$ cat config.mk
export PLATFORM = sky130hd
export DESIGN_NAME = cr16_alu_arbiter
export DESIGN_NICKNAME = d
export VERILOG_FILES = /design/src/rtl/cr16_alu_arbiter.sv
export SDC_FILE = /design/constraint.sdc
export NUM_CORES = 1
export LEC_CHECK = 0
export CAP_MARGIN = 30
export CORE_ASPECT_RATIO = 0.5
export CORE_MARGIN = 2
export CORE_UTILIZATION = 26
export CTS_CLUSTER_SIZE = 8
export DETAILED_ROUTE_END_ITERATION = 8
export GPL_ROUTABILITY_DRIVEN = 0
export RECOVER_POWER = 100
export SLEW_MARGIN = 10
export SYNTH_ARGS = -nofsm -noshare
export SYNTH_HDL_FRONTEND = slang
export SYNTH_SLANG_ARGS = --single-unit
$ cat constraint.sdc
create_clock -name I_CLK -period 10.4 [get_ports I_CLK]
set_input_delay 3.12 -clock I_CLK [delete_from_list [all_inputs] [get_ports I_CLK]]
set_output_delay 3.12 -clock I_CLK [all_outputs]
set_load 0.03 [all_outputs]
$ cat src/rtl/cr16_alu_arbiter.sv
// ============================================================================
// Module   : cr16_alu / cr16_alu_arbiter
// Purpose  : Combinational CR16 ALU core plus a two-requester round-robin
//            front end that time-shares it with registered results.
// Revision : 1.0 - initial release
// ============================================================================
`default_nettype none

module cr16_alu #(
  parameter int P_WIDTH = 16
) (
  input  logic               I_ENABLE,
  input  logic [4:0]         I_OPCODE,
  input  logic [P_WIDTH-1:0] I_A,
  input  logic [P_WIDTH-1:0] I_B,
  output logic [P_WIDTH-1:0] O_C,
  output logic [4:0]         O_STATUS
);

  localparam logic [4:0] c_OP_ADD = 5'h00;
  localparam logic [4:0] c_OP_SUB = 5'h01;
  localparam logic [4:0] c_OP_AND = 5'h02;
  localparam logic [4:0] c_OP_OR  = 5'h03;
  localparam logic [4:0] c_OP_XOR = 5'h04;
  localparam logic [4:0] c_OP_CMP = 5'h05;
  localparam logic [4:0] c_OP_MOV = 5'h06;
  localparam logic [4:0] c_OP_LSH = 5'h07;
  localparam logic [4:0] c_OP_RSH = 5'h08;
  localparam int         c_SHW    = $clog2(P_WIDTH);

  logic [P_WIDTH:0] w_sum;
  logic [P_WIDTH:0] w_diff;
  logic             w_carry;
  logic             w_ovf;
  logic             w_low;
  logic             w_zero;
  logic             w_neg;

  assign w_sum  = {1'b0, I_A} + {1'b0, I_B};
  assign w_diff = {1'b0, I_A} - {1'b0, I_B};

  // Status layout: {N, Z, L, F, C}. CMP reports relations, not the result.
  always_comb begin
    O_C      = '0;
    O_STATUS = '0;
    w_carry  = 1'b0;
    w_ovf    = 1'b0;
    w_low    = 1'b0;
    w_zero   = 1'b0;
    w_neg    = 1'b0;
    if (I_ENABLE) begin
      case (I_OPCODE)
        c_OP_ADD: begin
          O_C     = w_sum[P_WIDTH-1:0];
          w_carry = w_sum[P_WIDTH];
          w_ovf   = (I_A[P_WIDTH-1] == I_B[P_WIDTH-1]) &&
                    (w_sum[P_WIDTH-1] != I_A[P_WIDTH-1]);
        end
        c_OP_SUB: begin
          O_C     = w_diff[P_WIDTH-1:0];
          w_carry = w_diff[P_WIDTH];
          w_ovf   = (I_A[P_WIDTH-1] != I_B[P_WIDTH-1]) &&
                    (w_diff[P_WIDTH-1] != I_A[P_WIDTH-1]);
        end
        c_OP_AND: O_C = I_A & I_B;
        c_OP_OR:  O_C = I_A | I_B;
        c_OP_XOR: O_C = I_A ^ I_B;
        c_OP_MOV: O_C = I_B;
        c_OP_LSH: O_C = I_A << I_B[c_SHW-1:0];
        c_OP_RSH: O_C = I_A >> I_B[c_SHW-1:0];
        default:  O_C = '0;
      endcase

      w_zero = (O_C == '0);
      w_neg  = O_C[P_WIDTH-1];
      if (I_OPCODE == c_OP_CMP) begin
        w_low  = I_A < I_B;
        w_zero = I_A == I_B;
        w_neg  = $signed(I_A) < $signed(I_B);
      end

      if (I_OPCODE <= c_OP_RSH) begin
        O_STATUS = {w_neg, w_zero, w_low, w_ovf, w_carry};
      end
    end
  end

endmodule

module cr16_alu_arbiter #(
  parameter int P_WIDTH = 16
) (
  input  logic               I_CLK,
  input  logic               I_RST,
  input  logic               I_REQ_VALID_0,
  input  logic [4:0]         I_REQ_OPCODE_0,
  input  logic [P_WIDTH-1:0] I_REQ_A_0,
  input  logic [P_WIDTH-1:0] I_REQ_B_0,
  output logic               O_REQ_READY_0,
  input  logic               I_REQ_VALID_1,
  input  logic [4:0]         I_REQ_OPCODE_1,
  input  logic [P_WIDTH-1:0] I_REQ_A_1,
  input  logic [P_WIDTH-1:0] I_REQ_B_1,
  output logic               O_REQ_READY_1,
  output logic               O_RSP_VALID_0,
  output logic               O_RSP_VALID_1,
  input  logic               I_RSP_READY_0,
  input  logic               I_RSP_READY_1,
  output logic [P_WIDTH-1:0] O_RSP_C,
  output logic [4:0]         O_RSP_STATUS,
  output logic               O_BUSY
);

  typedef enum logic [1:0] {
    ST_IDLE = 2'd0,
    ST_EXEC = 2'd1,
    ST_RESP = 2'd2
  } state_t;

  state_t             r_state;
  state_t             w_next_state;
  logic               r_ptr;
  logic               r_owner;
  logic [4:0]         r_opcode;
  logic [P_WIDTH-1:0] r_a;
  logic [P_WIDTH-1:0] r_b;

  logic               w_grant;
  logic               w_sel;
  logic               w_rsp_ready;
  logic               w_alu_en;
  logic [P_WIDTH-1:0] w_alu_c;
  logic [4:0]         w_alu_status;

  cr16_alu #(
    .P_WIDTH (P_WIDTH)
  ) u_alu (
    .I_ENABLE (w_alu_en),
    .I_OPCODE (r_opcode),
    .I_A      (r_a),
    .I_B      (r_b),
    .O_C      (w_alu_c),
    .O_STATUS (w_alu_status)
  );

  assign w_alu_en    = (r_state == ST_EXEC);
  assign w_rsp_ready = r_owner ? I_RSP_READY_1 : I_RSP_READY_0;

  always_comb begin
    w_grant       = 1'b0;
    w_sel         = 1'b0;
    w_next_state  = ST_IDLE;
    O_REQ_READY_0 = 1'b0;
    O_REQ_READY_1 = 1'b0;
    O_RSP_VALID_0 = 1'b0;
    O_RSP_VALID_1 = 1'b0;
    O_BUSY        = (r_state != ST_IDLE);

    // Ties go to the pointer; a lone requester always wins.
    if (I_REQ_VALID_0 && I_REQ_VALID_1) begin
      w_grant = 1'b1;
      w_sel   = r_ptr;
    end else if (I_REQ_VALID_0) begin
      w_grant = 1'b1;
      w_sel   = 1'b0;
    end else if (I_REQ_VALID_1) begin
      w_grant = 1'b1;
      w_sel   = 1'b1;
    end

    case (r_state)
      ST_IDLE: begin
        O_REQ_READY_0 = I_REQ_VALID_0 && !w_sel;
        O_REQ_READY_1 = I_REQ_VALID_1 && w_sel;
        w_next_state  = w_grant ? ST_EXEC : ST_IDLE;
      end
      ST_EXEC: w_next_state = ST_RESP;
      ST_RESP: begin
        O_RSP_VALID_0 = !r_owner;
        O_RSP_VALID_1 = r_owner;
        w_next_state  = w_rsp_ready ? ST_IDLE : ST_RESP;
      end
      default: w_next_state = ST_IDLE;
    endcase
  end

  always_ff @(posedge I_CLK) begin
    if (I_RST) begin
      r_state      <= ST_IDLE;
      r_ptr        <= 1'b0;
      r_owner      <= 1'b0;
      r_opcode     <= '0;
      r_a          <= '0;
      r_b          <= '0;
      O_RSP_C      <= '0;
      O_RSP_STATUS <= '0;
    end else begin
      r_state <= w_next_state;
      if ((r_state == ST_IDLE) && w_grant) begin
        r_owner  <= w_sel;
        r_ptr    <= ~w_sel;
        r_opcode <= w_sel ? I_REQ_OPCODE_1 : I_REQ_OPCODE_0;
        r_a      <= w_sel ? I_REQ_A_1 : I_REQ_A_0;
        r_b      <= w_sel ? I_REQ_B_1 : I_REQ_B_0;
      end
      if (r_state == ST_EXEC) begin
        O_RSP_C      <= w_alu_c;
        O_RSP_STATUS <= w_alu_status;
      end
    end
  end

endmodule

`default_nettype wire

### Yosys cells after proc, flatten, opt, wreduce, memory -nomap -nowiden

Index checks and enable logic that the tools add are counted.

| storage, ports and cells | value |
|---|---|
| flip-flop bits (word level) | 62 |
| input port bits | 80 |
| output and inout bits | 26 |
| logic and storage cells | 70 |

| operators by class | value |
|---|---|
| add/subtract/negate cells | 2 |
| magnitude comparators | 3 |
| equal/unequal tests | 15 |
| shift-type cells | 2 |
| multiplexer cells | 24 |
| bitwise operators | 4 |
| reductions and logical operators | 12 |

Operators with widths:

| kind | count |
|---|---|
| $pmux 16 s8 | 1 |
| $mux 16 | 3 |
| $lt 16x16->1 | 2 |
| $eq 5x3->1 const B | 4 |
| $add 16x16->17 | 1 |
| $sub 16x16->17 | 1 |
| $and 16x16->16 | 1 |
| $eq 16x16->1 | 1 |
| $logic_not 16->1 | 1 |
| $or 16x16->16 | 1 |
| $shl 16x4->16 | 1 |
| $shr 16x4->16 | 1 |
| $xor 16x16->16 | 1 |
| $mux 1 | 14 |
| $eq 5x2->1 const B | 2 |
| $mux 5 | 2 |
| $logic_and 1x1->1 | 6 |
| $pmux 2 s3 | 1 |
| $eq 5x1->1 const B | 1 |
| $eq 5x4->1 const B | 1 |
| $le 5x4->1 const B | 1 |
| $logic_not 5->1 | 1 |
| $pmux 1 s2 | 2 |
| $ne 1x1->1 | 3 |
| other kinds (8) | 9 |

### Logic depth before layout (Yosys ltp)

Gate-level depths: netlist of the first run.

| depth | value |
|---|---|
| word-level depth | 6 |
| mapped depth | 14 |
| gate-level depth less buffers | 13 |

### Cells and area by module

Synthesis of the first run repeated with hierarchy kept, for this count alone.

| unflattened totals | value |
|---|---|
| cells, all modules | 933 |
| area, all modules | 7054.3 um2 |

By module, submodules not included:

| module | times used | cells each | area each (um2) | sequential area each (um2) |
|---|---|---|---|---|
| cr16_alu | 1 | 603 | 4443.0 | 0.0 |
| cr16_alu_arbiter | 1 | 330 | 2611.3 | 1241.2 |

### Worst setup path before layout of the first run

Ideal clock, no wire load.

| path | value |
|---|---|
| kind | input-to-output |
| from | in I_REQ_VALID_0 |
| to | out O_REQ_READY_0 |
| arrival time | 3969 ps |
| required time | 7280 ps |
| path slack | 3311 ps |
| stages | 4 |
| buffers on the path | 1 |
| cell sequence | inv_1 -> o21ai_1 -> and3_1 -> clkbuf_1 |

| between the ends | value |
|---|---|
| cells in the longest elaborated chain, start to end | 5 |
| elaborated cells on any way between the ends | 6 |
| classes of those cells | mux (3); reduce/logical (3) |

Ends and longest elaborated chain:

| what | line | RTL |
|---|---|---|
| from (decl) | 95 | `input logic I_REQ_VALID_0,` |
| $mux 1 / $logic_and 1x1->1 (equally long branches) | 163, 160 |  |
| $mux 1 | 160 | `if (I_REQ_VALID_0 && I_REQ_VALID_1) begin` |
| $logic_not 1->1 | 173 | `O_REQ_READY_0 = I_REQ_VALID_0 && !w_sel;` |
| $logic_and 1x1->1 * | 173 |  |
| $mux 1 * | 171 | `case (r_state)` |
| to (decl) | 99 | `output logic O_REQ_READY_0,` |

Mark *: on every way between the ends. The rest lies on a longest branch, timed or not.

### Final worst setup path of the first run

| path | value |
|---|---|
| from | in I_REQ_VALID_0 |
| to | out O_REQ_READY_1 |

| between the ends | value |
|---|---|
| cells in the longest elaborated chain, start to end | 4 |
| elaborated cells on any way between the ends | 5 |
| classes of those cells | mux (3); reduce/logical (2) |

Ends and longest elaborated chain:

| what | line | RTL |
|---|---|---|
| $mux 1 / $logic_and 1x1->1 (equally long branches) | 163, 160 |  |
| $mux 1 * | 160 |  |
| $logic_and 1x1->1 * | 174 | `O_REQ_READY_1 = I_REQ_VALID_1 && w_sel;` |
| $mux 1 * | 171 |  |
| to (decl) | 104 | `output logic O_REQ_READY_1,` |

Marked as above.

==> flow_summary.yaml, run 1 <==
run_status:
  status: "finished with violations"
  violations: "max-capacitance violations, max-slew violations"
floorplan:
  start_util_pct: 26.22
  core_um2: 26220
  ioPinCount: 106
  num_rows: 42
  dieArea_um2: 27840
  die_w_um: 234.0
  die_y_um: 119.0
finish:
  fin_nets: 1042
  area_growth_pct: 22.69
  final_util_pct: 32.17
  drive_above_1_share_pct: 8.206
  antenna_cells: 0
logic_synthesis:
  synth_area_leaders: "dfxtp_1 (18%), ha_1 (9.3%), mux4_2 (8.2%)"
  synth.net_count: 994
  avgSynthCellArea_um2: 7.985
  yosys.area_share.simple_pct: 20.22
  yosysTopAreaCell: "dfxtp_1"
  async_reset_ff_share_pct: 0
  synth_top_family_by_area: "compound AO/OA/AOI/OAI gates"
  synth_compound_area_share_pct: 24.64
  yosysSeqAreaShare_pct: 18.05
  ys_warn_count: 0
  synth_edf_count: 0
  syn_inst: 861
  syn_area_um2: 6875
  yosys.area_share.adder_pct: 9.864
  synth_ff_type: "dfxtp_1"
  synthMuxAreaShare_pct: 17.96
  yosys.area.top_type_share_pct: 18.05
  ys_ff_latch: 62
  synth-xor-area-share_pct: 1.656
  ys_types: 78
clock_network:
  cts_resized: 0
  cts_setup_buffers: 0
  h-tree-depth: 3
  cts_root_buf: "clkbuf_16"
  cts_max_path_buffers: 2
  clk_transition_reported_paths_ns: 0.05
  cts_buffers: 9
  cts_hold_buf: 0
  clock_sinks: 62
  insertion_delay_ns: 0.34
  cts_tree: "built"
route:
  vias_per_cell: 5.642
  drt-total-wl_mm: 24.96
  drt_pre_antenna_iters: 5
  drt_iter0_drc: 831
  antenna_left: 0
  vias: 7143
  drc_errors: 0
  wl_per_cell_um: 19.71
timing:
  grt_setup_unrepaired: "false"
  tightest_slew_ns: 2.709
  hold_violations: 0
  worst_clock_skew_ns: 0.006591
  min_period_over_period_pct: 84.70
  setup_tns_ns: 0
  relSlewSlack_pct: -80.58
  max_freq_mhz: 113.5
  final_max_slew_viol_count: 63
  final.min_clock_period_ns: 8.809
  setup_violations: 0
critical_path:
  arrival_ns: 5.69
  cp-end-kind: "output pin"
  startpoint_type: "primary input"
  path_max_fanout: 18
  crit_type: "primary input to output pin"
  cp.required_ns: 7.28
power_and_ir_drop:
  power.share.sequential_pct: 26.7
  intPower_w: 0.0006950
  p_leak_nw: 3.209
  power.density_nw_per_um2: 142.8
  clkPwrFrac_pct: 25.7
  irDropWorstVdd_v: 0.00007235
  swShare_pct: 42.30
  combinationalPowerShare_pct: 47.6
  p_sw_w: 0.0005095
placement:
  io_buffers: 105
  dp_hpwl_mm: 19.23
min_path:
  worstHoldPathType: "register to register"
job:
  cap_violations: 1
global_route:
  antenna_found_initial: 0
  grt_pass1_vias: 6601
  overflow: 0
  grt_pass1_wl_mm: 38.47
  grt_max_degree: 63
  gr-usage-all-layers_pct: 17.89
state kept, by name, indices dropped and copies added (netlist names):
register and flops:
r_state 2, r_opcode 5, O_RSP_STATUS 5, r_b 16, r_owner 1, r_ptr 1, r_a 16, O_RSP_C 16
power groups by stage:
stage	Sequential (W)	Clock [W]	Combinational, W
after floorplan	0.000304	0	0.000399
after detailed placement	0.000324	0	0.000563
final	0.000322	0.000310	0.000573
after global routing	0.000325	0.000326	0.000621
after CTS	0.000319	0.000317	0.000566
after global placement	0.000322	0	0.000552
cell type report:
cell class / instances / area, um2
sequential: 62 / 1242
tap: 352 / 440.4
clock buffer: 10 / 239.0
clock inverter: 6 / 68.82
fill: 2760 / 17790
inverter: 47 / 176.4
timing repair buffer: 116 / 1145
multi-input combinational: 673 / 5124
per-layer routing:
layer  part of all wire, %  GRT usage [%]  up-vias  wire [um]
li1                      -              -     3316          -
met2                    43          26.53      339      10790
met1                    45          25.65     3435      11130
met5                     0              0        -          0
met3                   9.1          3.305       53       2282
met4                   3.0          6.566        0        750
placed cells by master, fill, tap and decap left out, drive strengths merged, types with 5 or more instances in the layout:
master	netlist	layout
nor2b	8	8
mux4	31	31
a21oi	44	44
ha	51	51
dfxtp	62	62
nand2b	10	10
nor3	32	32
o211ai	7	7
dlygate4sd3	0	27
a31oi	6	6
and3	8	8
clkdlybuf4s50	0	77
xnor2	10	10
nor4	8	8
or3	11	11
buf	25	11
and2	6	6
mux2i	42	42
mux2	8	8
a2111oi	5	5
nor3b	5	5
a222oi	7	7
nand3b	5	5
nor2	123	123
inv	46	48
a211oi	56	56
o21bai	12	12
clkbuf	54	11
nand3	15	15
o21ai	26	26
o22ai	13	13
nand2	42	42
nand4	7	7
metrics by stage:
stage / instances / cell area [um2] / worst slack [ns] / power (W) / hold WS (ns)
after global routing: 1266 / 8436 / 1.447 / 0.001272 / 0.4807
after global placement: 1248 / 8103 / 1.795 / 0.0008747 / 0.4440
final: 1266 / 8436 / 1.591 / 0.001205 / 0.4507
after CTS: 1265 / 8438 / 1.722 / 0.001201 / 0.4541
after floorplan: 861 / 6875 / 3.311 / 0.0007033 / 0.4574
after detailed placement: 1249 / 8130 / 1.723 / 0.0008875 / 0.4479
final timing paths:
path	start	to	slack [ns]	cells past startpoint
setup / recovery	I_REQ_VALID_0	O_REQ_READY_1	1.59	6
hold / removal	O_RSP_STATUS[2]$_SDFFE_PP0P_	O_RSP_STATUS[2]$_SDFFE_PP0P_	0.45	2
setup reg to reg	r_b[2]$_SDFFE_PP0P_	O_RSP_STATUS[3]$_SDFFE_PP0P_	6.18	12
hold reg to reg	O_RSP_STATUS[2]$_SDFFE_PP0P_	O_RSP_STATUS[2]$_SDFFE_PP0P_	0.45	2
critical path, cell delays in order:
cell and delay (ns):
dlygate4sd3_1 0.59, inv_1 0.08, o21ai_4 0.49, buf_4 0.43, nor2_1 0.23, dlygate4sd3_1 0.74
kinds of logic (layout without fill, tap and decap cells):
group	after synthesis	in the layout
AND/OR/NAND/NOR	289	289
adder cells (fa/ha/maj)	53	53
flip-flops	62	62
buffers and inverters	126	179
AO/OA/AOI/OAI	237	237
XOR/XNOR	13	13
multiplexers	81	81
cells in the mapped netlist, drive strengths merged, types with 12 or more instances:
master,count
mux4,31
a21oi,44
dfxtp,62
nor3,32
o21bai,12
inv,46
mux2i,42
nand2,42
clkbuf,54
ha,51
nand3,15
o21ai,26
nor2,123
o22ai,13
buf,25
a211oi,56
Note: power is estimated with default switching activity, not from simulation.
==> run 2: changes to the inputs <==
==> constraint.sdc (replaced) <==
create_clock -name I_CLK -period 8.02 [get_ports I_CLK]
set_input_delay 2.406 -clock I_CLK [delete_from_list [all_inputs] [get_ports I_CLK]]
set_output_delay 2.406 -clock I_CLK [all_outputs]
set_load 0.03 [all_outputs]
==> run 2 against run 1 <==
Net effect:
- the run still ends with max-capacitance violations, max-slew violations left
- sequential power rose by 30%
- design area grew 0.21%
- largest cell class unchanged
- utilization grew 0.067 points
- non-clock buffer count rose by 2
- sequential share of layout area is essentially flat
- first-iteration DRC count rose by 20%
- cell count is 0.16% higher
- largest power group unchanged
- critical path type unchanged
- clock skew grew 0.0016 ns
- clock-buffer cell count unchanged
- clock power increased by 29%
- power rose by 30%
- die area unchanged
==> flow_summary.yaml, run 2 (synthesized netlist as in run 1, its figures left out) <==
critical_path:
  startpoint: "I_REQ_VALID_0"
  rr_endpoint: "O_RSP_STATUS[4]$_SDFFE_PP0P_"
  startpoint_type: "primary input"
  arrival_ns: 4.88
  slowest_delay_ns: 0.77
  path_max_fanout: 16
  ff2ff_setup_slack_ns: 4.00
  crit_end: "O_REQ_READY_0"
  slowest_stage: "dlygate4sd3_1"
  cp.required_ns: 5.61
  crit_type: "primary input to output pin"
  worstPathCellList: "clkdlybuf4s50_1 -> inv_1 -> o21ai_2 -> and3_1 -> dlygate4sd3_1"
  r2r_cells: 11
  rr_startpoint: "r_b[1]$_SDFFE_PP0P_"
  cp-end-kind: "output pin"
timing:
  fin_ws_ns: 0.7384
  relSlewSlack_pct: -78.39
  grt_setup_unrepaired: "false"
  setup_violations: 0
  worst_clock_skew_ns: 0.008160
  min_period_over_period_pct: 90.79
  tightest_slew_ns: 2.676
  setup_tns_ns: 0
  hold_violations: 0
  max_freq_mhz: 137.3
  final_max_slew_viol_count: 63
  final.min_clock_period_ns: 7.282
finish:
  stdcell_count: 1268
  largest_registers: "O_RSP_C x16, r_a x16, r_b x16"
  fin_nets: 1044
  final_util_pct: 32.24
  nFillCells: 2763
  antenna_cells: 0
  area_growth_pct: 22.95
  layout_common_cells: "nor2_1 (122), clkdlybuf4s50_1 (79), dfxtp_1 (61)"
  drive_above_1_share_pct: 8.515
  layout_commonest_cell: "nor2_1"
global_route:
  grt_pass1_vias: 6765
  overflow: 0
  grt_pass1_wl_mm: 38.49
  antenna_found_initial: 0
  gr-usage-all-layers_pct: 17.79
  grt_max_degree: 63
clock_network:
  h-tree-depth: 3
  cts_resized: 0
  cts_max_path_buffers: 2
  cts_setup_buffers: 0
  clk_transition_reported_paths_ns: 0.05
  clock_sinks: 62
  cts_buffers: 9
  cts_tree: "built"
  insertion_delay_ns: 0.34
  cts_root_buf: "clkbuf_16"
  cts_hold_buf: 0
placement:
  io_buffers: 105
  dp.cells: 1249
  pre_cts_ws_ns: 0.9869
  dp_hpwl_mm: 19.42
route:
  drt-total-wl_mm: 25.21
  vias_per_cell: 5.697
  drt_iter0_drc: 1000
  vias: 7224
  drc_errors: 0
  drt_pre_antenna_iters: 6
  wl_per_cell_um: 19.88
  antenna_left: 0
floorplan:
  ioPinCount: 106
  die_y_um: 119.0
  dieArea_um2: 27840
  core_um2: 26220
  num_rows: 42
  die_w_um: 234.0
  start_util_pct: 26.22
run_status:
  status: "finished with violations"
  violations: "max-capacitance violations, max-slew violations"
power_and_ir_drop:
  fin_total_pwr_w: 0.001565
  p_leak_nw: 3.218
  irDropWorstVdd_v: 0.0001011
  power.density_nw_per_um2: 185.1
min_path:
  hold_path_depth: 2
  worstHoldPathType: "register to register"
  worstHoldStart: "O_RSP_STATUS[2]$_SDFFE_PP0P_"
job:
  cap_violations: 1
==> run 2: cell types whose count changed in the layout (fill, tap and decap cells not counted), sizes merged <==
cell / previous run / this run
buf: 11 / 13
clkdlybuf4s50: 77 / 79
dlygate4sd3: 27 / 25
==> run 2: cell type report <==
class	count	area [um2]	share of cell area [%]
Clock buffer	10	239.0	2.827
Clock inverter	6	68.82	0.8141
Inverter	47	176.4	2.087
Multi-Input combinational cell	673	5121	60.58
Sequential cell	62	1242	14.70
Tap cell	352	440.4	5.210
Timing Repair Buffer	118	1165	13.78
==> run 2: worst min-delay path by stage <==
| stage | to | slack [ns] |
|---|---|---|
| final | O_RSP_STATUS[2]$_SDFFE_PP0P_ | 0.46 |
| after global routing | O_RSP_STATUS[2]$_SDFFE_PP0P_ | 0.47 |
| after CTS | O_RSP_STATUS[2]$_SDFFE_PP0P_ | 0.46 |
| after detailed placement | O_RSP_STATUS[2]$_SDFFE_PP0P_ | 0.46 |
| after global placement | O_RSP_STATUS[2]$_SDFFE_PP0P_ | 0.44 |
| after floorplan | r_ptr$_SDFFE_PP0P_ | 0.46 |
==> run 2: layer usage <==
layer  vias up  track usage (%)  part of all wire, %
li1       3326                -                    -
met5         -                0                    0
met2       372            26.66                   43
met3        67            4.861                   11
met1      3459            24.19                   43
met4         0            6.843                  3.6
==> run 2: critical path, delay by kind of cell <==
kind | cells | cell delay, ns
buffers and inverters | 3 | 1.35
AOI/OAI and AO/OA | 1 | 0.75
and+or+nand+nor | 1 | 0.36
==> run 2: through the flow <==
step                      instance area [um2]  hold WS [ns]
after global routing                     8453        0.4696
final                                    8453        0.4584
after floorplan                          6875        0.4574
after global placement                   8108        0.4438
after detailed placement                 8128        0.4573
after CTS                                8436        0.4645
==> run 2: power breakdown <==
part | internal [W] | switching (W)
registers | 0.000343 | 0.0000763
clock network | 0.000251 | 0.000149
logic | 0.000309 | 0.000437
total | 0.000903 | 0.000662
